--- src/rtl/vid_wr_scheduler.sv ---
// Video frame-buffer write scheduler: issues one AXI burst request per line and
// rotates between three frame buffers while avoiding the buffer being scanned out.
module vid_wr_scheduler #(
  parameter logic [31:0] BASE_ADDR    = 32'h0100_0000,
  parameter logic [31:0] FRAME_STRIDE = 32'h0040_0000,
  parameter int unsigned LINE_BYTES   = 5120,
  parameter int unsigned LINES        = 720
) (
  input  logic        ACLK,
  input  logic        ARESET,
  input  logic        FRAME_SYNC,
  input  logic [10:0] FIFO_RD_COUNT,
  input  logic        WR_READY,
  output logic        WR_START,
  output logic [31:0] WR_ADRS,
  output logic [31:0] WR_LEN,
  input  logic        WR_DONE,
  input  logic [1:0]  RD_ACTIVE_IDX,
  output logic [1:0]  WR_BUF_IDX,
  output logic [1:0]  LAST_BUF_IDX,
  output logic        FRAME_DONE,
  output logic        OVERRUN,
  output logic        BUSY
);

  localparam int unsigned      CNT_W      = $clog2(LINES + 1);
  localparam logic [CNT_W-1:0] LINES_CNT  = CNT_W'(LINES);
  localparam logic [10:0]      LINE_WORDS = 11'(LINE_BYTES / 8);
  localparam logic [31:0]      LINE_LEN   = 32'(LINE_BYTES);

  typedef enum logic [2:0] {
    IDLE      = 3'd0,
    WAIT_DATA = 3'd1,
    START     = 3'd2,
    WAIT_DONE = 3'd3,
    FRAME_END = 3'd4
  } state_t;

  state_t             state_q;
  logic [CNT_W-1:0]   line_cnt_q;
  logic [31:0]        line_addr_q;
  logic               wr_start_q;
  logic [31:0]        wr_adrs_q;
  logic [1:0]         buf_idx_q;
  logic [1:0]         last_idx_q;
  logic               frame_done_q;
  logic               overrun_q;
  logic               busy_q;
  logic               resync_pend_q;
  logic               start_pend_q;

  logic [CNT_W-1:0]   line_cnt_d;
  logic               last_line_d;
  logic [31:0]        buf_base_d;
  logic [1:0]         next_buf_d;
  logic               fifo_ok_d;
  logic [31:0]        line_addr_d;

  function automatic logic [1:0] mod3_inc(input logic [1:0] idx);
    logic [1:0] r;
    case (idx)
      2'd0:    r = 2'd1;
      2'd1:    r = 2'd2;
      default: r = 2'd0;
    endcase
    return r;
  endfunction

  // Skipping the scanned-out buffer once is enough: with three buffers the
  // second candidate can match neither the reader nor the outgoing buffer.
  function automatic logic [1:0] rotate(input logic [1:0] cur, input logic [1:0] rd);
    logic [1:0] cand;
    cand = mod3_inc(cur);
    if (cand == rd) begin
      cand = mod3_inc(cand);
    end else begin
      cand = cand;
    end
    return cand;
  endfunction

  function automatic logic [31:0] buf_base(input logic [1:0] idx);
    logic [31:0] r;
    case (idx)
      2'd1:    r = BASE_ADDR + FRAME_STRIDE;
      2'd2:    r = BASE_ADDR + (FRAME_STRIDE << 1);
      default: r = BASE_ADDR;
    endcase
    return r;
  endfunction

  assign line_cnt_d  = line_cnt_q + CNT_W'(1);
  assign last_line_d = (line_cnt_d == LINES_CNT);
  assign line_addr_d = line_addr_q + LINE_LEN;
  assign buf_base_d  = buf_base(buf_idx_q);
  assign next_buf_d  = rotate(buf_idx_q, RD_ACTIVE_IDX);
  assign fifo_ok_d   = (FIFO_RD_COUNT >= LINE_WORDS);

  // Line/frame sequencing FSM with all outputs registered.
  always_ff @(posedge ACLK or posedge ARESET) begin
    if (ARESET) begin
      state_q       <= IDLE;
      line_cnt_q    <= '0;
      line_addr_q   <= BASE_ADDR;
      wr_start_q    <= 1'b0;
      wr_adrs_q     <= BASE_ADDR;
      buf_idx_q     <= 2'd0;
      last_idx_q    <= 2'd2;
      frame_done_q  <= 1'b0;
      overrun_q     <= 1'b0;
      busy_q        <= 1'b0;
      resync_pend_q <= 1'b0;
      start_pend_q  <= 1'b0;
    end else begin
      wr_start_q   <= 1'b0;
      frame_done_q <= 1'b0;
      case (state_q)
        IDLE: begin
          if (FRAME_SYNC || start_pend_q) begin
            state_q      <= WAIT_DATA;
            busy_q       <= 1'b1;
            line_cnt_q   <= '0;
            line_addr_q  <= buf_base_d;
            start_pend_q <= 1'b0;
          end
        end
        WAIT_DATA: begin
          if (FRAME_SYNC) begin
            overrun_q   <= 1'b1;
            line_cnt_q  <= '0;
            line_addr_q <= buf_base_d;
          end else if (fifo_ok_d && WR_READY) begin
            state_q    <= START;
            wr_start_q <= 1'b1;
            wr_adrs_q  <= line_addr_q;
          end
        end
        START: begin
          state_q <= WAIT_DONE;
          if (FRAME_SYNC) begin
            overrun_q     <= 1'b1;
            resync_pend_q <= 1'b1;
          end
        end
        WAIT_DONE: begin
          if (WR_DONE) begin
            // A pending resync aborts the frame even if this was its last line.
            if (resync_pend_q || (FRAME_SYNC && !last_line_d)) begin
              state_q       <= WAIT_DATA;
              line_cnt_q    <= '0;
              line_addr_q   <= buf_base_d;
              resync_pend_q <= 1'b0;
              if (FRAME_SYNC) begin
                overrun_q <= 1'b1;
              end
            end else if (last_line_d) begin
              state_q      <= FRAME_END;
              frame_done_q <= 1'b1;
              line_cnt_q   <= line_cnt_d;
              line_addr_q  <= line_addr_d;
              if (FRAME_SYNC) begin
                overrun_q    <= 1'b1;
                start_pend_q <= 1'b1;
              end
            end else begin
              state_q     <= WAIT_DATA;
              line_cnt_q  <= line_cnt_d;
              line_addr_q <= line_addr_d;
            end
          end else if (FRAME_SYNC) begin
            overrun_q     <= 1'b1;
            resync_pend_q <= 1'b1;
          end
        end
        FRAME_END: begin
          state_q    <= IDLE;
          busy_q     <= 1'b0;
          last_idx_q <= buf_idx_q;
          buf_idx_q  <= next_buf_d;
          if (FRAME_SYNC) begin
            start_pend_q <= 1'b1;
          end
        end
        default: begin
          state_q <= IDLE;
          busy_q  <= 1'b0;
        end
      endcase
    end
  end

  assign WR_START     = wr_start_q;
  assign WR_ADRS      = wr_adrs_q;
  assign WR_LEN       = LINE_LEN;
  assign WR_BUF_IDX   = buf_idx_q;
  assign LAST_BUF_IDX = last_idx_q;
  assign FRAME_DONE   = frame_done_q;
  assign OVERRUN      = overrun_q;
  assign BUSY         = busy_q;

endmodule

--- config.mk ---
export PLATFORM = sky130hd
export DESIGN_NAME = vid_wr_scheduler
export DESIGN_NICKNAME = d
export VERILOG_FILES = /design/src/rtl/vid_wr_scheduler.sv
export SDC_FILE = /design/constraint.sdc
export NUM_CORES = 1
export LEC_CHECK = 0
export ABC_AREA = 1
export BUFFER_PORTS_ARGS = -buffer_cell sky130_fd_sc_hd__buf_2
export CAP_MARGIN = 10
export CORE_MARGIN = 5
export CORE_UTILIZATION = 49
export DETAILED_ROUTE_END_ITERATION = 8
export GPL_TIMING_DRIVEN = 1
export PLACE_DENSITY = 0.77
export SYNTH_ARGS = -nofsm -noshare
export SYNTH_HDL_FRONTEND = slang
export SYNTH_SLANG_ARGS = --single-unit
--- constraint.sdc ---
create_clock -name ACLK -period 2 [get_ports ACLK]
set_clock_uncertainty 0.2 [all_clocks]
set_input_delay 0.2 -clock ACLK [delete_from_list [all_inputs] [get_ports ACLK]]
set_output_delay 0.2 -clock ACLK [all_outputs]
set_load 0.05 [all_outputs]
# ---- After elaboration in Yosys (flattened, before gate mapping)
# Index checks and enable logic that the tools add are counted.
dict set report op_classes {
  add_sub_neg 2
  order_cmp 1
  n_eq_ne 18
  mux 45
  bitwise_logic 2
  reduce_logical 21
}
# cell count
set op_table {}
lappend op_table {{2-to-1 mux 32 bit} 4}
lappend op_table {{one-hot mux 32 bit (3 select lines)} 1}
lappend op_table {{one-hot mux 24 bit (2 select lines)} 1}
lappend op_table {{2-to-1 mux 10 bit} 4}
lappend op_table {{adder 32 x 13 -> 32 bit (second input constant)} 1}
lappend op_table {{one-hot mux 10 bit (3 select lines)} 1}
lappend op_table {{2-to-1 mux 1 bit} 20}
lappend op_table {{2-to-1 mux 3 bit} 6}
lappend op_table {{inequality test 2 bit (second input constant)} 7}
lappend op_table {{one-hot mux 3 bit (4 select lines)} 1}
lappend op_table {{>= comparator 11 x 10 -> 1 bit (second input constant)} 1}
lappend op_table {{adder 10 x 1 -> 10 bit (second input constant)} 1}
lappend op_table {{equality test 10 bit (second input constant)} 1}
lappend op_table {{one-hot mux 2 bit (2 select lines)} 2}
lappend op_table {{AND reduction 4 bit} 2}
lappend op_table {{equality test 3 x 2 -> 1 bit (second input constant)} 2}
lappend op_table {{one-hot mux 1 bit (2 select lines)} 3}
lappend op_table {{AND reduction 2 bit} 3}
lappend op_table {{nonzero test 3 bit} 2}
lappend op_table {{AND reduction 5 bit} 1}
lappend op_table {{equality test 2 x 1 -> 1 bit (second input constant)} 2}
lappend op_table {{zero test 2 bit} 2}
lappend op_table {{inequality test 4 bit (second input constant)} 1}
lappend op_table {{nonzero test 2 bit} 2}
lappend op_table {{other kinds (15)} 18}
dict set report word_totals {
  ff_bits 87
  inputBits 18
  out_inout_bits 72
  elab_cells 101
}

# ---- Longest topological paths before layout
# Gate-level depths: netlist (run 1).
dict set report depth {
  depth_word 8
  ltp_mapped 14
  depth_no_buf 14
}

# ---- Worst setup path after synthesis (run 1)
# Ideal clock, no wire load.
dict set report synth_timing {
  path_kind {reg2reg}
  start {reg line_cnt_q[0]}
  end {reg line_addr_q[21]}
  setup_ps 69
  arrival_ps 1738
  required_ps 1731
  slack_ps -7
  path_stages_with_launch 14
  n_path_buf 1
  synth_period_minus_slack_ps 2007
  path_cell_list {dfrtp_1 ha_1 nand2_2 nor2_2 nand2_1 nand2_1 nor2_1 nand3_2 o21bai_4 nand3_4 nand2_4 inv_4 buf_8 nor2_2}
}
dict set report synth_via {
  elab_chain_cells 8
}
# item line_no
set synth_rtl {}
lappend synth_rtl {{from (decl)} 40} ;# logic [CNT_W-1:0] line_cnt_q;
lappend synth_rtl {{from (signal assigned)} 159} ;# line_cnt_q <= line_cnt_d;
lappend synth_rtl {{from (signal assigned)} 167} ;# line_cnt_q <= line_cnt_d;
lappend synth_rtl {{adder 10 x 1 -> 10 bit} 92} ;# assign line_cnt_d = line_cnt_q + CNT_W'(1);
lappend synth_rtl {{equality test 10 bit} 93} ;# assign last_line_d = (line_cnt_d == LINES_CNT);
lappend synth_rtl {{zero test 1 bit} 148} ;# if (resync_pend_q || (FRAME_SYNC && !last_line_d)) begin
lappend synth_rtl {{logical AND 1 bit} 148}
lappend synth_rtl {{logical OR 1 bit} 148}
lappend synth_rtl {{2-to-1 mux 32 bit} 148}
lappend synth_rtl {{2-to-1 mux 32 bit} 146} ;# if (WR_DONE) begin
lappend synth_rtl {{one-hot mux 32 bit (3 select lines)} 117} ;# case (state_q)
lappend synth_rtl {{to (signal assigned)} 123} ;# line_addr_q <= buf_base_d;
lappend synth_rtl {{to (signal assigned)} 151} ;# line_addr_q <= buf_base_d;
lappend synth_rtl {{to (signal assigned)} 160} ;# line_addr_q <= line_addr_d;
lappend synth_rtl {{to (decl)} 41} ;# logic [31:0] line_addr_q;
# No other way between the ends. The select of a mux whose other input is x is not followed.
# A chain may end at the register's enable or synchronous reset.

# ---- Worst setup path after layout (run 1)
dict set report layout_timing {
  start {reg line_cnt_q[0]}
  end {reg line_addr_q[13]}
}
# The elaborated chain is that of the path after synthesis.

==> out/results.tsv, run 1 <==
metric	value	unit
status	complete, but fails checks	
failing checks	setup timing	
die height	97.1	um
clock root buffer	clkbuf_8	
Syn Inst Count	464	
Initial Utilization	50.7	%
Setup crit start	line_cnt_q[0]	
area post-placement	3990	um2
H-tree levels	3	
Routability Congestion	0.844	
number of diodes	0	
crit path cell chain	ha_4 -> nand2_4 -> nor2_4 -> nand2_2 -> nand2_2 -> nor2_2 -> nand3_4 -> o21bai_4 -> nand3_4 -> nand2_8 -> clkinv_8 -> a21oi_2	
Layout Cells excl Fill	641	
Reg2Reg Setup Slack	-0.12	ns
met3 wire length	511	um
Clk Latency, worst-skew pair	0.35	ns
CP endpoint	line_addr_q[13]	
Remaining Overflow, GRT	0	
Register-to-Register Path Depth	12	
Distinct cells, synth	36	
critical path's slowest cell	dfrtp_1	
final cycle utilization of the critical path	106	%
EDFF count, synth	0	
Slew Limit Fails	0	
initial antenna violation count	0	
vias in the first global route	3096	
Worst EP arrival	2.21	ns
Final WS setup	-0.122	ns
critical path's top delay family	simple AND/OR/NAND/NOR gates	
First DRT Iteration DRCs	123	
Critical Path RT	2.08	ns
# IOs	90	
pre-CTS setup slack	-0.122	ns
peak supply drop	0.481	mV
cell depth of the worst setup path	12	
overall die area	9430	um2
Fin. Hold Viols	0	
FF-to-FF Start	line_cnt_q[0]	
Clock transition at path regs	0.07	ns
Mean Syn Cell Area	8.01	um2
Worst Setup End Kind	flop	
Fmax	471	MHz
critical path fanouts, max	6	
DP Wirelength	5500	um
CTS tree	yes	
Core ar.	7330	um2
placed cell count	612	
PortBufs	40	
post-synthesis sequential area ratio	45.2	%
crit path kind	reg -> reg	
# fillers	633	
CP max stage delay	0.42	ns
asr flop ratio synth	100	%
synth warn	0	
cell area after layout	4440	um2
met2 WL	3990	um
Syn-to-layout area delta	19.5	%
Startpoint Class	flop	
CTS Buffer Depth	2	
GRT Util Overall	16.8	%
met1 WL	3370	um
unrepaired setup endpoints after global routing	yes	
Worst R2R End	line_addr_q[13]	
first-pass GRT wire length	13300	um
largest net degree at the start of global routing	68	
Num CTS Buffers	9	
crit path time final	2.12	ns
die width	97.1	um
worst path buffer plus inverter count	1	
Remaining DRCs	0	
# rows	31	
Top Metal Used	met4	
Synth Flop Type	dfrtp_1	
setup violators final	34	
Synth Cell Area	3720	um2
CTS sink cnt	67	
pwr dens	1120	nW/um2
Max Cap Violations	0	
via/cell ratio	4.90	
static leakage	2.08	nW
Hold Crit Class	in -> reg	
vias post-DR	3144	
Total Routed Length	8030	um
hold path startpoint	RD_ACTIVE_IDX[0]	
Tot Pwr	4.99	mW
Yosys reg bits	67	
drt first pass iters	4	
Routed Antenna Nets	0	
Nets	557	
WHS	0.0473	ns
Routed wire per std cell	12.5	um
share of cells above drive strength 1	26.9	%
-- final cells by class --
class / count / area (um2) / share of cell area, %
Clock buffer: 10 / 128 / 2.87
Clock inverter: 6 / 65.1 / 1.46
Inverter: 47 / 193 / 4.34
Multi-Input combinational cell: 340 / 1780 / 40.1
Sequential cell: 67 / 1680 / 37.9
Tap cell: 99 / 124 / 2.79
Timing Repair Buffer: 70 / 453 / 10.2
Timing Repair inverter: 2 / 17.5 / 0.394
-- flip-flops by register name, indices dropped and copies added (netlist names), 2 cells and up --
name	count
LAST_BUF_IDX	2
WR_ADRS	22
state_q	3
WR_BUF_IDX	2
line_addr_q	22
line_cnt_q	10
-- repair_timing --
item | CTS | global route
endpoints found under the hold margin | 67 | 0
endpoints found under the setup margin | 31 | 37
pin swaps | 7 | 5
gates cloned | 0 | 2
resized for setup | 6 | 31
setup buffers | 3 | 5
hold buffers | 3 | 0
-- worst min path at each step --
stage	to	slack [ns]	depth (start not counted)
after floorplan	BUSY	0.15	1
after CTS	WR_BUF_IDX[0]	0.03	5
after global routing	WR_BUF_IDX[1]	0.09	5
after detailed placement	WR_ADRS[15]	0.13	3
after global placement	WR_ADRS[15]	0.12	3
final	WR_BUF_IDX[0]	0.05	5
-- kinds of logic (layout without fill, tap and decap cells) --
group	Yosys count	after routing	share of synthesized area [%]
and+or+nand+nor	226	226	27.9
other	2	42	0.202
xor gates and xnor gates	14	14	3.30
adders and majority gates	2	2	0.673
buffers and inverters	97	135	14.5
AOI/OAI and AO/OA	56	56	8.28
DFF	67	67	45.2
-- worst min-delay path: stages --
cell	delay (ns)
buf_2	0.10
nand2_1	0.05
a21oi_1	0.08
nand2_1	0.06
a31oi_1	0.06
-- cell usage after synthesis (3+ instances only) --
| library cell | number | area share [%] |
|---|---|---|
| inv_1 | 42 | 4.2 |
| dfstp_2 | 3 | 2.1 |
| dfrtp_1 | 64 | 43 |
| nor2_2 | 13 | 2.2 |
| xor2_1 | 12 | 2.8 |
| clkbuf_1 | 5 | 0.50 |
| inv_2 | 4 | 0.40 |
| a21oi_1 | 7 | 0.94 |
| nand2_2 | 5 | 0.84 |
| o21ai_0 | 34 | 4.6 |
| nand3_2 | 3 | 0.81 |
| nand4_1 | 11 | 1.9 |
| o21ai_1 | 6 | 0.81 |
| buf_4 | 42 | 8.5 |
| nand2_1 | 109 | 11 |
| o22ai_1 | 4 | 0.67 |
| nand3_1 | 23 | 3.1 |
| nor3_1 | 10 | 1.3 |
| nor2_1 | 44 | 4.4 |
-- metrics by stage --
step	utilization, %	TNS [ns]
6_report	60.6	-2.60
5_1_grt	60.6	-6.73
4_1_cts	58.2	-0.196
3_5_place_dp	54.5	-1.12
3_3_place_gp	54.5	-0.191
2_1_floorplan	-	-0.0615
-- cell usage in the layout (no fill, tap or decap), drive strengths merged, types with 4 or more instances in the layout --
master  Yosys  routed
clkinv      0       4
xor2       12      12
o22ai       4       4
a21oi       7       7
conb        2      42
buf        45      67
nand2     115     115
inv        47      48
nor2       59      59
nor3       10      10
nand4      11      11
o21ai      40      40
dfrtp      64      64
clkbuf      5      10
nand3      27      27
-- layer usage --
metal	track usage [%]	vias up
met2	29.5	87
met1	19.1	1501
li1	-	1540
met3	5.53	16
met4	6.05	0
met5	0	-
-- power by group --
group / switching (mW) / internal (mW) / leakage, nW
clock: 0.523 / 0.577 / 0.0966
combinational: 1.61 / 0.597 / 1.10
sequential: 0.138 / 1.55 / 0.886
Power figures use the tool's default switching activity.
==> run 2, diff against run 1 <==
==> constraint.sdc (replaced) <==
create_clock -name ACLK -period 2 [get_ports ACLK]
set_clock_uncertainty 0.2 [all_clocks]
set_input_delay 0.5 -clock ACLK [delete_from_list [all_inputs] [get_ports ACLK]]
set_output_delay 0.5 -clock ACLK [all_outputs]
set_load 0.05 [all_outputs]
==> run 2 against run 1 <==
Against the previous run: the flow still finishes with violations (setup timing); utilization up 1.3 points; sequential cell count did not move; cell count rose by 0.47%; final area is 2.1% higher; register-to-register slack gained 0.06 ns; first-iteration DRC count fell by 5.7%; sequential share of layout area is 0.81 points lower; wire length rose by 0.27%; die area is the same; worst hold slack better by 0.19 ns; clock-buffer cell count did not move; power rose by 3.5%.
==> out/results.tsv, run 2 (synthesis results as in run 1) <==
metric	value	unit
status	complete, but fails checks	
failing checks	setup timing	
number of diodes	0	
pwr dens	1140	nW/um2
Remaining DRCs	0	
die width	97.1	um
drt first pass iters	5	
Worst R2R End	line_addr_q[15]	
CP max stage delay	0.42	ns
Initial Utilization	50.7	%
Worst Setup End Kind	flop	
initial antenna violation count	0	
clock root buffer	clkbuf_8	
static leakage	2.11	nW
Hold Crit Class	in -> reg	
Clk Latency, worst-skew pair	0.34	ns
setup violators final	26	
Final WS setup	-0.0597	ns
Routed wire per std cell	12.5	um
critical path's slowest cell	dfrtp_1	
# IOs	90	
largest net degree at the start of global routing	41	
Clock transition at path regs	0.07	ns
Setup crit start	line_cnt_q[1]	
overall die area	9430	um2
commonest cells after routing, fill and taps aside	104 x nand2_1, 64 x dfrtp_1, 42 x conb_1	
Critical Path RT	2.07	ns
FF-to-FF Start	line_cnt_q[1]	
CTS tree	yes	
Routability Congestion	0.866	
Core ar.	7330	um2
Clock Power Share	23.8	%
crit path kind	reg -> reg	
H-tree levels	3	
combinational power share	43.7	%
Reg2Reg Setup Slack	-0.06	ns
Fmax	486	MHz
crit path cell chain	ha_4 -> nand2_4 -> nor2_4 -> nand2_1 -> nand2_2 -> nor2_4 -> nand3_4 -> o21bai_4 -> nand3_4 -> nand2_8 -> inv_6 -> nor2_1	
Setup TNS Final	-1.03	ns
vias post-DR	3151	
Worst EP arrival	2.13	ns
Fin. Hold Viols	0	
Max Cap Violations	0	
die height	97.1	um
vias in the first global route	3120	
Routed Antenna Nets	0	
final cycle utilization of the critical path	103	%
Num CTS Buffers	9	
critical path fanouts, max	7	
first-pass GRT wire length	13900	um
Remaining Overflow, GRT	0	
First DRT Iteration DRCs	116	
Slew Limit Fails	0	
share of cells above drive strength 1	28.3	%
placed cell count	621	
Total Routed Length	8050	um
post-layout util	61.9	%
WHS	0.239	ns
unrepaired setup endpoints after global routing	yes	
Startpoint Class	flop	
CTS Buffer Depth	2	
peak supply drop	0.485	mV
Switching Share	44.0	%
PortBufs	40	
commonest non-fill, non-tap cell in the layout	nand2_1	
Register-to-Register Path Depth	12	
via/cell ratio	4.89	
DP Wirelength	5730	um
Nets	560	
Syn-to-layout area delta	22.0	%
Layout Cells excl Fill	644	
CTS sink cnt	67	
internal power	2.89	mW
sequential power share	32.5	%
Switch Pwr	2.28	mW
# rows	31	
CP endpoint	line_addr_q[15]	
GRT Util Overall	17.5	%
crit path time final	2.06	ns
==> run 2: worst min path at each step <==
stage / startpoint / cells after the start / slack, ns / to
4_1_cts: FRAME_SYNC / 2 / 0.22 / OVERRUN
5_1_grt: FRAME_SYNC / 2 / 0.23 / OVERRUN
3_3_place_gp: WR_ADRS[18] / 2 / 0.25 / WR_ADRS[18]
6_report: FRAME_SYNC / 2 / 0.24 / OVERRUN
2_1_floorplan: resync_pend_q / 2 / 0.24 / resync_pend_q
3_5_place_dp: WR_ADRS[18] / 2 / 0.25 / WR_ADRS[18]
==> run 2: what timing repair did <==
| action | 4_1_cts | 5_1_grt |
|---|---|---|
| setup endpoints to repair | 32 | 37 |
| hold buffers | 1 | 0 |
| gates resized for setup | 25 | 17 |
| gates cloned | 2 | 0 |
| buffers inserted | 3 | 1 |
| endpoints found under the hold margin | 17 | 0 |
| pin swaps | 9 | 4 |
==> run 2: final cells by class <==
class	count	area, um2
clock buffers	10	128
clock inverters	6	91.3
fillers	664	2800
inverters	47	193
multi-input cells	340	1810
flip-flops and latches	67	1680
well taps	99	124
repair buffers	73	495
repair inverters	2	17.5
==> run 2: power groups by stage <==
stage / Clock, mW / Sequential (mW) / Combinational (mW)
final: 1.23 / 1.68 / 2.26
after global routing: 1.31 / 1.70 / 2.45
after CTS: 1.26 / 1.68 / 2.19
after detailed placement: 0 / 1.70 / 2.01
after global placement: 0 / 1.69 / 1.96
after floorplan: 0 / 2.03 / 1.21
==> run 2: stage by stage <==
step / total power [mW] / area, um2 / worst slack (ns)
6_report: 5.17 / 4540 / -0.0597
5_1_grt: 5.47 / 4540 / -0.218
4_1_cts: 5.13 / 4460 / -0.0481
3_5_place_dp: 3.71 / 4090 / -0.0889
3_3_place_gp: 3.65 / 4090 / -0.0553
2_1_floorplan: 3.25 / 3870 / -0.00630
==> run 2: worst max-delay path, delay by kind of cell (launching register included) <==
family                     cells  cell delay (ns)
AOI/OAI and AO/OA              1             0.16
adders and majority gates      1             0.19
buffers and inverters          1             0.05
DFF                            1             0.42
and+or+nand+nor                9             0.96
==> run 2: layer usage <==
metal | GRT usage (%) | share of wire (%)
met5 | 0 | 0
met4 | 4.97 | 1.3
met3 | 5.46 | 7.1
met2 | 29.6 | 50
met1 | 21.7 | 41
